$ cat src/rtl/pc_pkg.sv
// Shared definitions for the program counter / return-address-stack unit:
// next-PC source encodings and the RAS occupancy-count width helper.
package pc_pkg;

    localparam logic [1:0] PC_SEQ  = 2'b00;
    localparam logic [1:0] PC_JUMP = 2'b01;
    localparam logic [1:0] PC_CALL = 2'b10;
    localparam logic [1:0] PC_RET  = 2'b11;

    // Count must represent 0..depth inclusive, hence one extra bit.
    function automatic int unsigned cnt_w(input int unsigned depth);
        return $clog2(depth) + 1;
    endfunction

endpackage

$ cat src/rtl/ras_stack.sv
// Circular return-address stack: a push when full overwrites the oldest entry,
// and a pop when empty is ignored; both cases raise err_c.
module ras_stack
    import pc_pkg::*;
#(
    parameter int unsigned ADDR_W    = 32,
    parameter int unsigned RAS_DEPTH = 4
) (
    input  logic                          clk,
    input  logic                          reset,
    input  logic                          push,
    input  logic                          pop,
    input  logic [ADDR_W-1:0]             push_data,
    output logic [ADDR_W-1:0]             top,
    output logic [cnt_w(RAS_DEPTH)-1:0]   count,
    output logic                          full,
    output logic                          empty,
    output logic                          err_c
);

    localparam int unsigned PW = $clog2(RAS_DEPTH);
    localparam int unsigned CW = cnt_w(RAS_DEPTH);

    logic [ADDR_W-1:0] mem_q [RAS_DEPTH];
    logic [ADDR_W-1:0] mem_d [RAS_DEPTH];
    logic [PW-1:0]     ptr_q, ptr_d;
    logic [CW-1:0]     count_q, count_d;

    assign count = count_q;
    assign full  = (count_q == CW'(RAS_DEPTH));
    assign empty = (count_q == '0);
    assign top   = mem_q[ptr_q - PW'(1)];
    assign err_c = (push && full) || (pop && empty);

    // Pointer wraps naturally because RAS_DEPTH is a power of two.
    always_comb begin
        mem_d   = mem_q;
        ptr_d   = ptr_q;
        count_d = count_q;
        if (push) begin
            mem_d[ptr_q] = push_data;
            ptr_d        = ptr_q + PW'(1);
            if (!full) begin
                count_d = count_q + CW'(1);
            end
        end else if (pop && !empty) begin
            ptr_d   = ptr_q - PW'(1);
            count_d = count_q - CW'(1);
        end
    end

    always_ff @(posedge clk) begin
        if (reset) begin
            ptr_q   <= '0;
            count_q <= '0;
        end else begin
            ptr_q   <= ptr_d;
            count_q <= count_d;
        end
    end

    // Entry contents need no reset; count gates their validity.
    always_ff @(posedge clk) begin
        mem_q <= mem_d;
    end

endmodule

$ cat src/rtl/program_counter_ras_unit.sv
// Program counter with SEQ/JUMP/CALL/RET next-PC selection, stall and a return-address
// stack. Define PC_MISALIGN_CHECK_EN to reject targets not aligned to INC.
module program_counter_ras_unit
    import pc_pkg::*;
#(
    parameter int unsigned       ADDR_W       = 32,
    parameter logic [ADDR_W-1:0] RESET_VECTOR = '0,
    parameter int unsigned       INC          = 1,
    parameter int unsigned       RAS_DEPTH    = 4
) (
    input  logic                        clk,
    input  logic                        reset,
    input  logic                        stall,
    input  logic [1:0]                  pc_sel,
    input  logic [ADDR_W-1:0]           next_address,
    output logic [ADDR_W-1:0]           PCin,
    output logic [cnt_w(RAS_DEPTH)-1:0] ras_count,
    output logic                        ras_empty,
    output logic                        ras_full,
    output logic                        ras_err,
    output logic                        misalign
);

    logic [ADDR_W-1:0] pc_q, pc_d;
    logic [ADDR_W-1:0] seq;
    logic [ADDR_W-1:0] ras_top;
    logic              ras_err_q, ras_err_d;
    logic              misalign_q, misalign_d;
    logic              push, pop, stk_err_c;

`ifdef PC_MISALIGN_CHECK_EN
    function automatic logic is_aligned(input logic [ADDR_W-1:0] a);
        return (a & ADDR_W'(INC - 1)) == '0;
    endfunction
`endif

    assign seq      = pc_q + ADDR_W'(INC);
    assign PCin     = pc_q;
    assign ras_err  = ras_err_q;
    assign misalign = misalign_q;

    ras_stack #(
        .ADDR_W    (ADDR_W),
        .RAS_DEPTH (RAS_DEPTH)
    ) u_ras (
        .clk       (clk),
        .reset     (reset),
        .push      (push),
        .pop       (pop),
        .push_data (seq),
        .top       (ras_top),
        .count     (ras_count),
        .full      (ras_full),
        .empty     (ras_empty),
        .err_c     (stk_err_c)
    );

    // Next-PC mux; stall suppresses all stack activity and error pulses.
    always_comb begin
        pc_d       = pc_q;
        push       = 1'b0;
        pop        = 1'b0;
        misalign_d = 1'b0;
        if (!stall) begin
            case (pc_sel)
                PC_SEQ:  pc_d = seq;
                PC_JUMP: begin
                    pc_d = next_address;
`ifdef PC_MISALIGN_CHECK_EN
                    if (!is_aligned(next_address)) begin
                        pc_d       = seq;
                        misalign_d = 1'b1;
                    end
`endif
                end
                PC_CALL: begin
                    pc_d = next_address;
                    push = 1'b1;
`ifdef PC_MISALIGN_CHECK_EN
                    if (!is_aligned(next_address)) begin
                        pc_d       = seq;
                        push       = 1'b0;
                        misalign_d = 1'b1;
                    end
`endif
                end
                default: begin
                    pop  = 1'b1;
                    pc_d = ras_empty ? seq : ras_top;
`ifdef PC_MISALIGN_CHECK_EN
                    if (!ras_empty && !is_aligned(ras_top)) begin
                        pc_d       = seq;
                        misalign_d = 1'b1;
                    end
`endif
                end
            endcase
        end
        ras_err_d = stk_err_c;
    end

    always_ff @(posedge clk) begin
        if (reset) begin
            pc_q       <= RESET_VECTOR;
            ras_err_q  <= 1'b0;
            misalign_q <= 1'b0;
        end else begin
            pc_q       <= pc_d;
            ras_err_q  <= ras_err_d;
            misalign_q <= misalign_d;
        end
    end

endmodule
$ cat config.mk
export PLATFORM = sky130hd
export DESIGN_NAME = program_counter_ras_unit
export DESIGN_NICKNAME = d
export VERILOG_FILES = /design/src/rtl/pc_pkg.sv /design/src/rtl/ras_stack.sv /design/src/rtl/program_counter_ras_unit.sv
export SDC_FILE = /design/constraint.sdc
export NUM_CORES = 1
export LEC_CHECK = 0
export ABC_AREA = 1
export BUFFER_PORTS_ARGS = -buffer_cell sky130_fd_sc_hd__buf_4
export CAP_MARGIN = 40
export CORE_MARGIN = 2
export CORE_UTILIZATION = 40
export CTS_CLUSTER_DIAMETER = 120
export DETAILED_ROUTE_END_ITERATION = 8
export GPL_ROUTABILITY_DRIVEN = 0
export PLACE_DENSITY_LB_ADDON = 0.05
export SLEW_MARGIN = 20
export SYNTH_ARGS = -nofsm -noshare
export SYNTH_HDL_FRONTEND = slang
export SYNTH_HIERARCHICAL = 1
export SYNTH_SLANG_ARGS = --single-unit
$ cat constraint.sdc
create_clock -name clk -period 2.2 [get_ports clk]
set_input_delay 0.22 -clock clk [delete_from_list [all_inputs] [get_ports clk]]
set_output_delay 0.22 -clock clk [all_outputs]
set_load 0.02 [all_outputs]
==> results of run 1 <==
[area by class of cell]
cell class                      instances  area (um2)
Clock buffer                           20         447
Clock inverter                         12         179
Tap cell                              275         344
Fill cell                            2031       10900
Multi-Input combinational cell        688        3540
Inverter                               49         189
Sequential cell                       166        4610
Timing Repair Buffer                  111         936
[power groups by stage]
| stage | Clock (mW) | Sequential [mW] | Combinational, mW |
|---|---|---|---|
| finish | 3.19 | 3.59 | 1.35 |
| global placement | 0 | 3.65 | 1.36 |
| global route | 3.34 | 3.60 | 1.49 |
| detailed placement | 0 | 3.65 | 1.35 |
| floorplan | 0 | 3.70 | 0.797 |
| CTS | 3.22 | 3.59 | 1.36 |
[stage by stage]
stage	util, %	instances	cell area [um2]
5_1_grt	48.4	1321	10200
4_1_cts	48.4	1321	10200
3_5_place_dp	45.4	1288	9610
3_3_place_gp	45.4	1288	9610
2_1_floorplan	-	953	8650
6_report	48.4	1321	10200
[routing by layer]
metal / global-route usage, % / routed length, um
met3: 3.07 / 972
met4: 6.96 / 376
met5: 0 / 0
met1: 31.8 / 11800
met2: 36.8 / 11700
[synthesized netlist by cell type, drive strengths merged]
cell type      n  area share [%]
ha             8             1.2
o22ai         32             3.8
o21ai        112             6.5
buf           17             1.8
conb           1           0.043
nor2         177              10
clkinv         2           0.087
a21oi         60             3.5
xor2          11             1.6
nand2        232              10
nand3         36             2.1
inv           47             2.1
nand3b         7            0.61
dlygate4sd1    1            0.10
a31oi          3            0.22
clkbuf        32             1.8
a22o           3            0.30
edfxtp       128              44
dfxtp         38             8.8
xnor2          4            0.40
o211ai         1           0.087
fa             1            0.23
[cells by family after synthesis]
group	after synthesis	synth area share, %
flip-flops	166	53.2
AND/OR/NAND/NOR	452	23.1
other	1	0.0434
XOR/XNOR	15	2.04
adder cells (fa/ha/maj)	9	1.39
buffers and inverters	99	5.83
AO/OA/AOI/OAI	211	14.4
[worst max-delay path: cells and delay by family, from the launching register on]
| kind | cells | cell delay, ns |
|---|---|---|
| DFF | 1 | 0.47 |
| and+or+nand+nor | 9 | 1.26 |
| AOI/OAI and AO/OA | 1 | 0.17 |
[registers in the layout (all words and copies together) (netlist names)]
name and count:
u_ras/ptr_q 2, PCin 32, u_ras/count 3, u_ras/mem_q 128, ras_err 1
[timing repair]
action                    CTS  global route
gates resized for setup     0             0
hold buffers                1             0
buffers inserted            0             0
hold endpoints to repair    2             0
[worst min path at each step]
stage | from | to | cells past startpoint
global route | next_address[24] | PCin[24]$_SDFFE_PP0N_ | 5
global placement | reset | ras_err$_SDFF_PP0_ | 2
floorplan | reset | u_ras/ptr_q[0]$_SDFFE_PP0P_ | 1
detailed placement | reset | ras_err$_SDFF_PP0_ | 2
CTS | next_address[28] | PCin[28]$_SDFFE_PP0N_ | 5
finish | next_address[28] | PCin[28]$_SDFFE_PP0N_ | 5
==> metrics, run 1 <==
status finished, final reports clean; H-tree levels 4; Worst EP required 2.55 ns; fin. max-slew vios 0; Layout Nets 1079; commonest non-fill, non-tap cell in the layout nand2_1; layout cell share with drive strength beyond 1 19.7%; Final WS setup 0.234 ns; initial antenna violation count 0; sequential power share 44.1%; number of global-route vias before repair 6540; num ports 76; Logic pwr share 16.6%; Hold WC Path Type input port to flip-flop; DRC Markers 0; initial drt markers 447; # clock sinks 166; Internal 5.91 mW; fmax 509 MHz; setup_tns 0 ns; First-pass DRT Iterations 4; Avg Cell Area, Syn 9.08 um2; CP Class flip-flop to flip-flop; I/O Buffers 74; total grt overflow 0; PwrDens 794 mW/mm2; CTS tree done; final hold violation count 0; crit path from PCin[4]$_SDFFE_PP0N_; flop2flop setup slack 0.23 ns; ANT nets after route 0; Unique masters post-synth 38; worst-margin pin slew 0.690 ns; Synthesized Nets 999; Relative slew margins 54.0%; Overall Global Routing Usage 22.7%; critical path fanouts, max 5; first-pass GRT wire length 38.4 mm; Die H 151 um; sequential area share after synthesis 53.2%; switching part of the total 27.3%; worst skew pair latency 0.43 ns; Most common cell on crit path nand2_1; reg-to-reg endpoint PCin[31]$_SDFFE_PP0N_; most frequent cells in the layout 228 x nand2_1, 147 x nor2_1, 128 x edfxtp_1; Area Growth Syn to Fin 18.4%; vias per inst 5.11; Core Area 0.0212 mm2; number of buffers created by CTS 17; r2r startpoint PCin[4]$_SDFFE_PP0N_; CP max stage cell dfxtp_1; Starting Density 40.9%; post-place setup slack 0.261 ns; crit-path max cell delay 0.47 ns; reg2reg path depth 10; Post-Syn Area 0.00865 mm2; P_sw 2.22 mW; Die W 151 um; die area 0.0228 mm2; Max-cap violations 0; maximum buffer depth of the clock tree 2; Worst IR Drop VDD 0.572 mV; Clk pin slew, worst setup/hold paths 0.07 ns; Mapped Cells 953; RSZ-0062 raised after global routing no; root buf cell clkbuf_16; synthesis warning total 6; Critical Path End PCin[31]$_SDFFE_PP0N_; crit path time final 1.97 ns; clock power share 39.3%; WHS 0.141 ns; #FFs+latches synth 166; per-cell routed wire length 18.8 um; static leakage 4.00 nW; Total Routed Length 24.9 mm; DP HPWL 15.7 mm; overall power 8.13 mW; clk_skew 0.0125 ns; final setup fails 0; Worst Setup End Kind flip-flop; CP startpoint kind flip-flop; # rows 53; CP cell instances nand2_1 -> nor2_4 -> nand2_4 -> nor2_4 -> nand3_1 -> nand2_1 -> nand2_1 -> nand2_1 -> nand2_1 -> a21oi_1; vias 6754; Data arrival, critical path 2.32 ns; period utilisation layout 89.4%; pin count of the biggest net entering global routing 68; diodes inserted 0
(Power assumes the default switching activity.)
==> run 2: changes to the inputs <==
- SETUP_SLACK_MARGIN: default -> 0.15
- SYNTH_HIERARCHICAL: 1 -> default
==> run 2 against run 1 <==
Against the previous run: register-to-register slack improved by 0.06 ns; routed wire length is 4.0% higher; first-iteration DRC count is 8.3% higher; sequential power about the same; core utilization increased by 0.84 points; fmax grew 1.2%; non-clock buffer count increased by 15; setup slack better by 0.023 ns; sequential share of layout area about the same; critical endpoint is now ras_empty; highest routed layer unchanged.
==> metrics, run 2 <==
fin. max-slew vios 0 (unchanged); WHS 0.0175 ns (was 0.141 ns); RSZ-0062 raised after global routing yes (was no); CTS tree done (unchanged); Worst IR Drop VDD 0.548 mV (was 0.572 mV); final hold violation count 0 (unchanged); EDFF count, synth 128 (unchanged); Starting Density 40.3% (was 40.9%); # fillers 2055 (was 2031); # rows 53 (unchanged); Overall Global Routing Usage 24.0% (was 22.7%); DP HPWL 16.1 mm (was 15.7 mm); fin cells 1354 (was 1321); predominant post-synthesis flop cell edfxtp_1 (unchanged); Core Area 0.0208 mm2 (was 0.0212 mm2); PwrDens 774 mW/mm2 (was 794 mW/mm2); number of global-route vias before repair 6477 (was 6540); static leakage 4.13 nW (was 4.00 nW); Avg Cell Area, Syn 8.63 um2 (was 9.08 um2); DRC Markers 0 (unchanged); max reg flops 128 (unchanged); total instance count after detailed placement 1320 (was 1288); final setup fails 0 (unchanged); total grt overflow 0 (unchanged); post-synth top area share 45.8% (was 44.4%); ys async rst share 0% (unchanged); First-pass DRT Iterations 5 (was 4); Commonest cells post-synth 283 x nand2_1, 128 x edfxtp_1, 116 x nor2_1 (was 228 x nand2_1, 147 x nor2_1, 128 x edfxtp_1); H-tree levels 4 (unchanged); flop2flop setup slack 0.29 ns (was 0.23 ns); Total Routed Length 25.9 mm (was 24.9 mm); Worst Setup End Kind primary output (was flip-flop); hold path cells 2 (was 5); placed instance area 0.00959 mm2 (was 0.00961 mm2); post-route cell area 0.0103 mm2 (was 0.0102 mm2); Die H 149 um (was 151 um); Synthesized Nets 1019 (was 999); status finished, final reports clean (unchanged); Clk pin slew, worst setup/hold paths 0.06 ns (was 0.07 ns); maximum buffer depth of the clock tree 2 (unchanged); sequential area share after synthesis 54.8% (was 53.2%); Layout Nets 1113 (was 1079); most flop-heavy register u_ras.mem_q (was u_ras/mem_q); crit path time final 1.94 ns (was 1.97 ns); Post-Syn Area 0.00840 mm2 (was 0.00865 mm2); #FFs+latches synth 166 (unchanged); clk_skew 0.00931 ns (was 0.0125 ns); reg-to-reg endpoint PCin[17]$_SDFFE_PP0N_ (was PCin[31]$_SDFFE_PP0N_); die area 0.0222 mm2 (was 0.0228 mm2); first-pass GRT wire length 39.2 mm (was 38.4 mm); r2r startpoint u_ras.ptr_q[1]$_SDFFE_PP0P_ (was PCin[4]$_SDFFE_PP0N_); fmax 515 MHz (was 509 MHz); synthesis warning total 0 (was 6); Die W 149 um (was 151 um); leading area contributor after synthesis edfxtp_1 (unchanged); Hold WC Path Type input port to flip-flop (unchanged); I/O Buffers 74 (unchanged); initial antenna violation count 0 (unchanged); pin count of the biggest net entering global routing 71 (was 68); num ports 76 (unchanged); vias 6963 (was 6754); critical path fanouts, max 21 (was 5); CP Class flip-flop to primary output (was flip-flop to flip-flop); HP Start reset (was next_address[28]); layout cell share with drive strength beyond 1 17.3% (was 19.7%); Hold Buf Count CTS 0 (was 1); Worst EP required 1.98 ns (was 2.55 ns); root buf cell clkbuf_16 (unchanged); Unique masters post-synth 36 (was 38); initial drt markers 484 (was 447); most numerous cell in the Yosys netlist nand2_1 (unchanged); commonest non-fill, non-tap cell in the layout nand2_1 (unchanged); Mapped Cells 973 (was 953); Max-cap violations 0 (unchanged); diodes inserted 0 (unchanged); top post-synthesis cells by area edfxtp_1 46%, nand2_1 13%, dfxtp_1 9.1%, o21ai_0 5.3%, nor2_1 5.2% (was edfxtp_1 44%, nand2_1 9.9%, dfxtp_1 8.8%, nor2_1 6.4%, o21ai_0 6.1%); ANT nets after route 0 (unchanged); WHS Endpoint u_ras.count[2]$_SDFFE_PP0P_ (was PCin[28]$_SDFFE_PP0N_); overall power 7.94 mW (was 8.13 mW); setup_tns 0 ns (unchanged); per-cell routed wire length 19.1 um (was 18.8 um); reg2reg path depth 10 (unchanged); vias per inst 5.14 (was 5.11); most frequent cells in the layout 282 x nand2_1, 128 x edfxtp_1, 111 x buf_4 (was 228 x nand2_1, 147 x nor2_1, 128 x edfxtp_1); CP startpoint kind flip-flop (unchanged); worst skew pair latency 0.43 ns (about the same); period utilisation layout 88.3% (was 89.4%); # clock sinks 166 (unchanged); Data arrival, critical path 1.72 ns (was 2.32 ns); number of buffers created by CTS 17 (unchanged); Area Growth Syn to Fin 22.1% (was 18.4%)
==> run 2: cell count changes after synthesis, moves of 17 or more <==
| cell | before | now |
|---|---|---|
| o21ai_0 | 106 | 89 |
| nor2_1 | 147 | 116 |
| nand2_1 | 228 | 283 |
| o22ai_2 | 20 | 0 |
| inv_1 | 44 | 61 |
| o211ai_1 | 1 | 27 |
| nor2_4 | 28 | 7 |
==> run 2: cell families (layout without fill, tap and decap cells) <==
kind of cell | Yosys count | after routing | synth area share, %
other cells | 1 | 1 | 0.0446
simple gates | 469 | 469 | 22.9
xor+xnor | 18 | 18 | 2.14
fa+ha+maj | 9 | 9 | 1.43
buf+inv | 114 | 220 | 5.93
compound gates | 196 | 196 | 12.7
flops | 166 | 166 | 54.8
==> run 2: per-layer routing <==
metal | routed length [um] | global-route usage, %
met1 | 12400 | 34.6
met2 | 11900 | 38.1
met3 | 1190 | 2.97
met4 | 393 | 6.76
met5 | 0 | 0
==> run 2: worst max-delay path by stage <==
stage,start,to,cells past startpoint
after global routing,PCin[12]$_SDFFE_PP0N_,PCin[26]$_SDFFE_PP0N_,10
after CTS,PCin[0]$_SDFFE_PP0N_,PCin[27]$_SDFFE_PP0N_,10
after floorplan,pc_sel[0],u_ras.mem_q[0]$_DFFE_PP_,6
final,u_ras.count[0]$_SDFFE_PP0P_,ras_empty,5
after detailed placement,PCin[0]$_SDFFE_PP0N_,PCin[27]$_SDFFE_PP0N_,10
after global placement,PCin[0]$_SDFFE_PP0N_,PCin[27]$_SDFFE_PP0N_,10
==> run 2: what timing repair did <==
item,CTS,global route
resized for setup,0,12
setup endpoints to repair,0,22
buffers inserted,0,3
==> run 2: through the flow <==
step                util, %  worst slack [ns]
detailed placement     46.0             0.205
CTS                    48.8             0.187
global placement       46.0             0.263
finish                 49.2             0.256
global route           49.2             0.118
floorplan                 -            0.0706
==> run 2: critical path, stage by stage, from the launching register on <==
cell     delay [ns]
dfxtp_1        0.37
nor2_1         0.12
nand2_1        0.15
inv_1          0.11
buf_4          0.31
buf_4          0.21
==> run 2: power by group <==
group	total (mW)	switching, mW	internal [mW]	leakage, nW
Sequential	3.57	0.0839	3.49	1.49
Clock	3.00	1.31	1.69	0.275
Combinational	1.36	0.871	0.494	2.37
Total	7.94	2.27	5.67	4.13
==> run 2: cell type report <==
cell class,count,area [um2],area share (%)
Clock buffer,18,429,4.18
Clock inverter,13,151,1.48
Inverter,63,236,2.31
Multi-Input combinational cell,693,3360,32.8
Sequential cell,166,4610,44.9
Tap cell,275,344,3.36
Timing Repair Buffer,126,1120,11.0
==> run 3: changes to the inputs <==
- HOLD_SLACK_MARGIN: default -> 0.12
==> run 3 against run 2 <==
Against the previous run: register-to-register slack about the same; clock skew about the same; setup slack improved by 0.0033 ns; combinational power about the same; cell count about the same; sequential share of layout area about the same; largest power group unchanged.
==> metrics, run 3 (synthesis gave the netlist of run 2 again) <==
layout cell share with drive strength beyond 1 17.3% (about the same); Max-cap violations 0 (unchanged); die area 0.0222 mm2 (unchanged); CP Buf/Inv Count 3 (unchanged); First-pass DRT Iterations 5 (unchanged); crit path time final 1.94 ns (about the same); CP cell instances nor2_1 -> nand2_1 -> inv_1 -> buf_4 -> buf_4 (unchanged); period utilisation layout 88.2% (was 88.3%); Clk pin slew, worst setup/hold paths 0.07 ns (was 0.06 ns); pin count of the biggest net entering global routing 71 (unchanged); ANT nets after route 0 (unchanged); DP HPWL 16.1 mm (unchanged); Total Routed Length 25.9 mm (about the same); worst-margin pin slew 0.500 ns; first-pass GRT wire length 39.2 mm (about the same); RSZ-0062 raised after global routing yes (unchanged); static leakage 4.14 nW (was 4.13 nW); maximum buffer depth of the clock tree 2 (unchanged); fmax 515 MHz (about the same); number of global-route vias before repair 6482 (was 6477); Layout Nets 1114 (was 1113); most flop-heavy register u_ras.mem_q (unchanged); fin. max-slew vios 0 (unchanged); CP max stage cell dfxtp_1 (unchanged); flop2flop setup slack 0.30 ns (was 0.29 ns); Hold WC Path Type input port to flip-flop (unchanged); Die H 149 um (unchanged); vias per inst 5.16 (was 5.14); number of buffers created by CTS 17 (unchanged); CTS tree done (unchanged); fin cells 1355 (was 1354); Critical Path End ras_empty (unchanged); placed instance area 0.00959 mm2 (unchanged); commonest non-fill, non-tap cell in the layout nand2_1 (unchanged); Core Area 0.0208 mm2 (unchanged); Relative slew margins 66.7%; Finished Core Util 49.3% (was 49.2%); root buf cell clkbuf_16 (unchanged); Starting Density 40.3% (unchanged); critical path fanouts, max 21 (unchanged); CP Class flip-flop to primary output (unchanged); post-place setup slack 0.205 ns (unchanged); top cell family by delay on the critical path buffers and inverters (unchanged); initial drt markers 474 (was 484); CP startpoint kind flip-flop (unchanged); status finished, final reports clean (unchanged); per-cell routed wire length 19.1 um (about the same); crit path from u_ras.count[0]$_SDFFE_PP0P_ (unchanged); r2r startpoint u_ras.ptr_q[1]$_SDFFE_PP0P_ (unchanged); Data arrival, critical path 1.72 ns (about the same); reg2reg path depth 10 (unchanged); post-route cell area 0.0103 mm2 (about the same); Worst Setup End Kind primary output (unchanged); crit-path max cell delay 0.37 ns (about the same); final hold violation count 0 (unchanged); Die W 149 um (unchanged); DRC Markers 0 (unchanged); I/O Buffers 74 (unchanged); total instance count after detailed placement 1320 (unchanged); max reg flops 128 (unchanged); reg-to-reg endpoint PCin[17]$_SDFFE_PP0N_ (unchanged); Most common cell on crit path buf_4 (unchanged); Worst EP required 1.98 ns (about the same); Area Growth Syn to Fin 22.2% (was 22.1%); initial antenna violation count 0 (unchanged); # rows 53 (unchanged); setup_tns 0 ns (unchanged); hold path cells 5 (was 2); final setup fails 0 (unchanged); most frequent cells in the layout 282 x nand2_1, 128 x edfxtp_1, 111 x buf_4 (unchanged); H-tree levels 4 (unchanged); vias 6991 (was 6963); PwrDens 773 mW/mm2 (was 774 mW/mm2); diodes inserted 0 (unchanged); num ports 76 (unchanged); Worst IR Drop VDD 0.547 mV (was 0.548 mV); Overall Global Routing Usage 24.0% (about the same); # clock sinks 166 (unchanged); Worst path depth 5 (unchanged); Final WS setup 0.260 ns (was 0.256 ns); clk_skew 0.00905 ns (was 0.00931 ns); total grt overflow 0 (unchanged); worst skew pair latency 0.43 ns (about the same)
run 3: changes by cell type in the layout (fill, tap and decap cells not counted), sizes merged:
cell	before	now
dlygate4sd3	0	1
run 3: final cells by class:
class / instances / area, um2
Tap cell: 275 / 344
Timing Repair Buffer: 127 / 1130
Clock buffer: 18 / 429
Fill cell: 2055 / 10600
Clock inverter: 13 / 151
Sequential cell: 166 / 4610
Inverter: 63 / 236
Multi-Input combinational cell: 693 / 3360
run 3: repair_timing:
item	4_1_cts	5_1_grt
setup endpoints to repair	0	22
hold endpoints to repair	6	0
gates resized for setup	0	12
hold buffers	1	0
buffers inserted	0	3
run 3: worst min path at each step:
stage                                 from                          end
after floorplan                      reset           ras_err$_SDFF_PP0_
after global placement               reset  u_ras.count[2]$_SDFFE_PP0P_
after detailed placement             reset  u_ras.count[2]$_SDFFE_PP0P_
after CTS                 next_address[30]        PCin[30]$_SDFFE_PP0N_
after global routing      next_address[20]        PCin[20]$_SDFFE_PP0N_
final                     next_address[30]        PCin[30]$_SDFFE_PP0N_
run 3: tightest hold or removal path, stage by stage:
cell	delay, ns
buf_4	0.11
nand2_1	0.05
nand2_1	0.05
nand2_1	0.05
a21oi_1	0.05
run 3: routing by layer:
| layer | wire length (um) | vias to the layer above | GRT usage (%) |
|---|---|---|---|
| li1 | - | 3448 | - |
| met1 | 12500 | 3353 | 34.7 |
| met2 | 11800 | 172 | 38.1 |
| met3 | 1150 | 18 | 2.97 |
| met4 | 382 | 0 | 6.76 |
| met5 | 0 | - | 0 |
run 3: stage by stage:
step	total power, mW	hold slack (ns)
after global placement	4.99	0.457
after detailed placement	5.00	0.457
after global routing	8.25	0.148
after CTS	7.97	0.125
after floorplan	4.42	0.289
final	7.93	0.136
run 3: power by group:
part	total, mW	switching (mW)	internal (mW)
Sequential	3.57	0.0836	3.49
Combinational	1.37	0.872	0.495
Clock	2.99	1.31	1.69
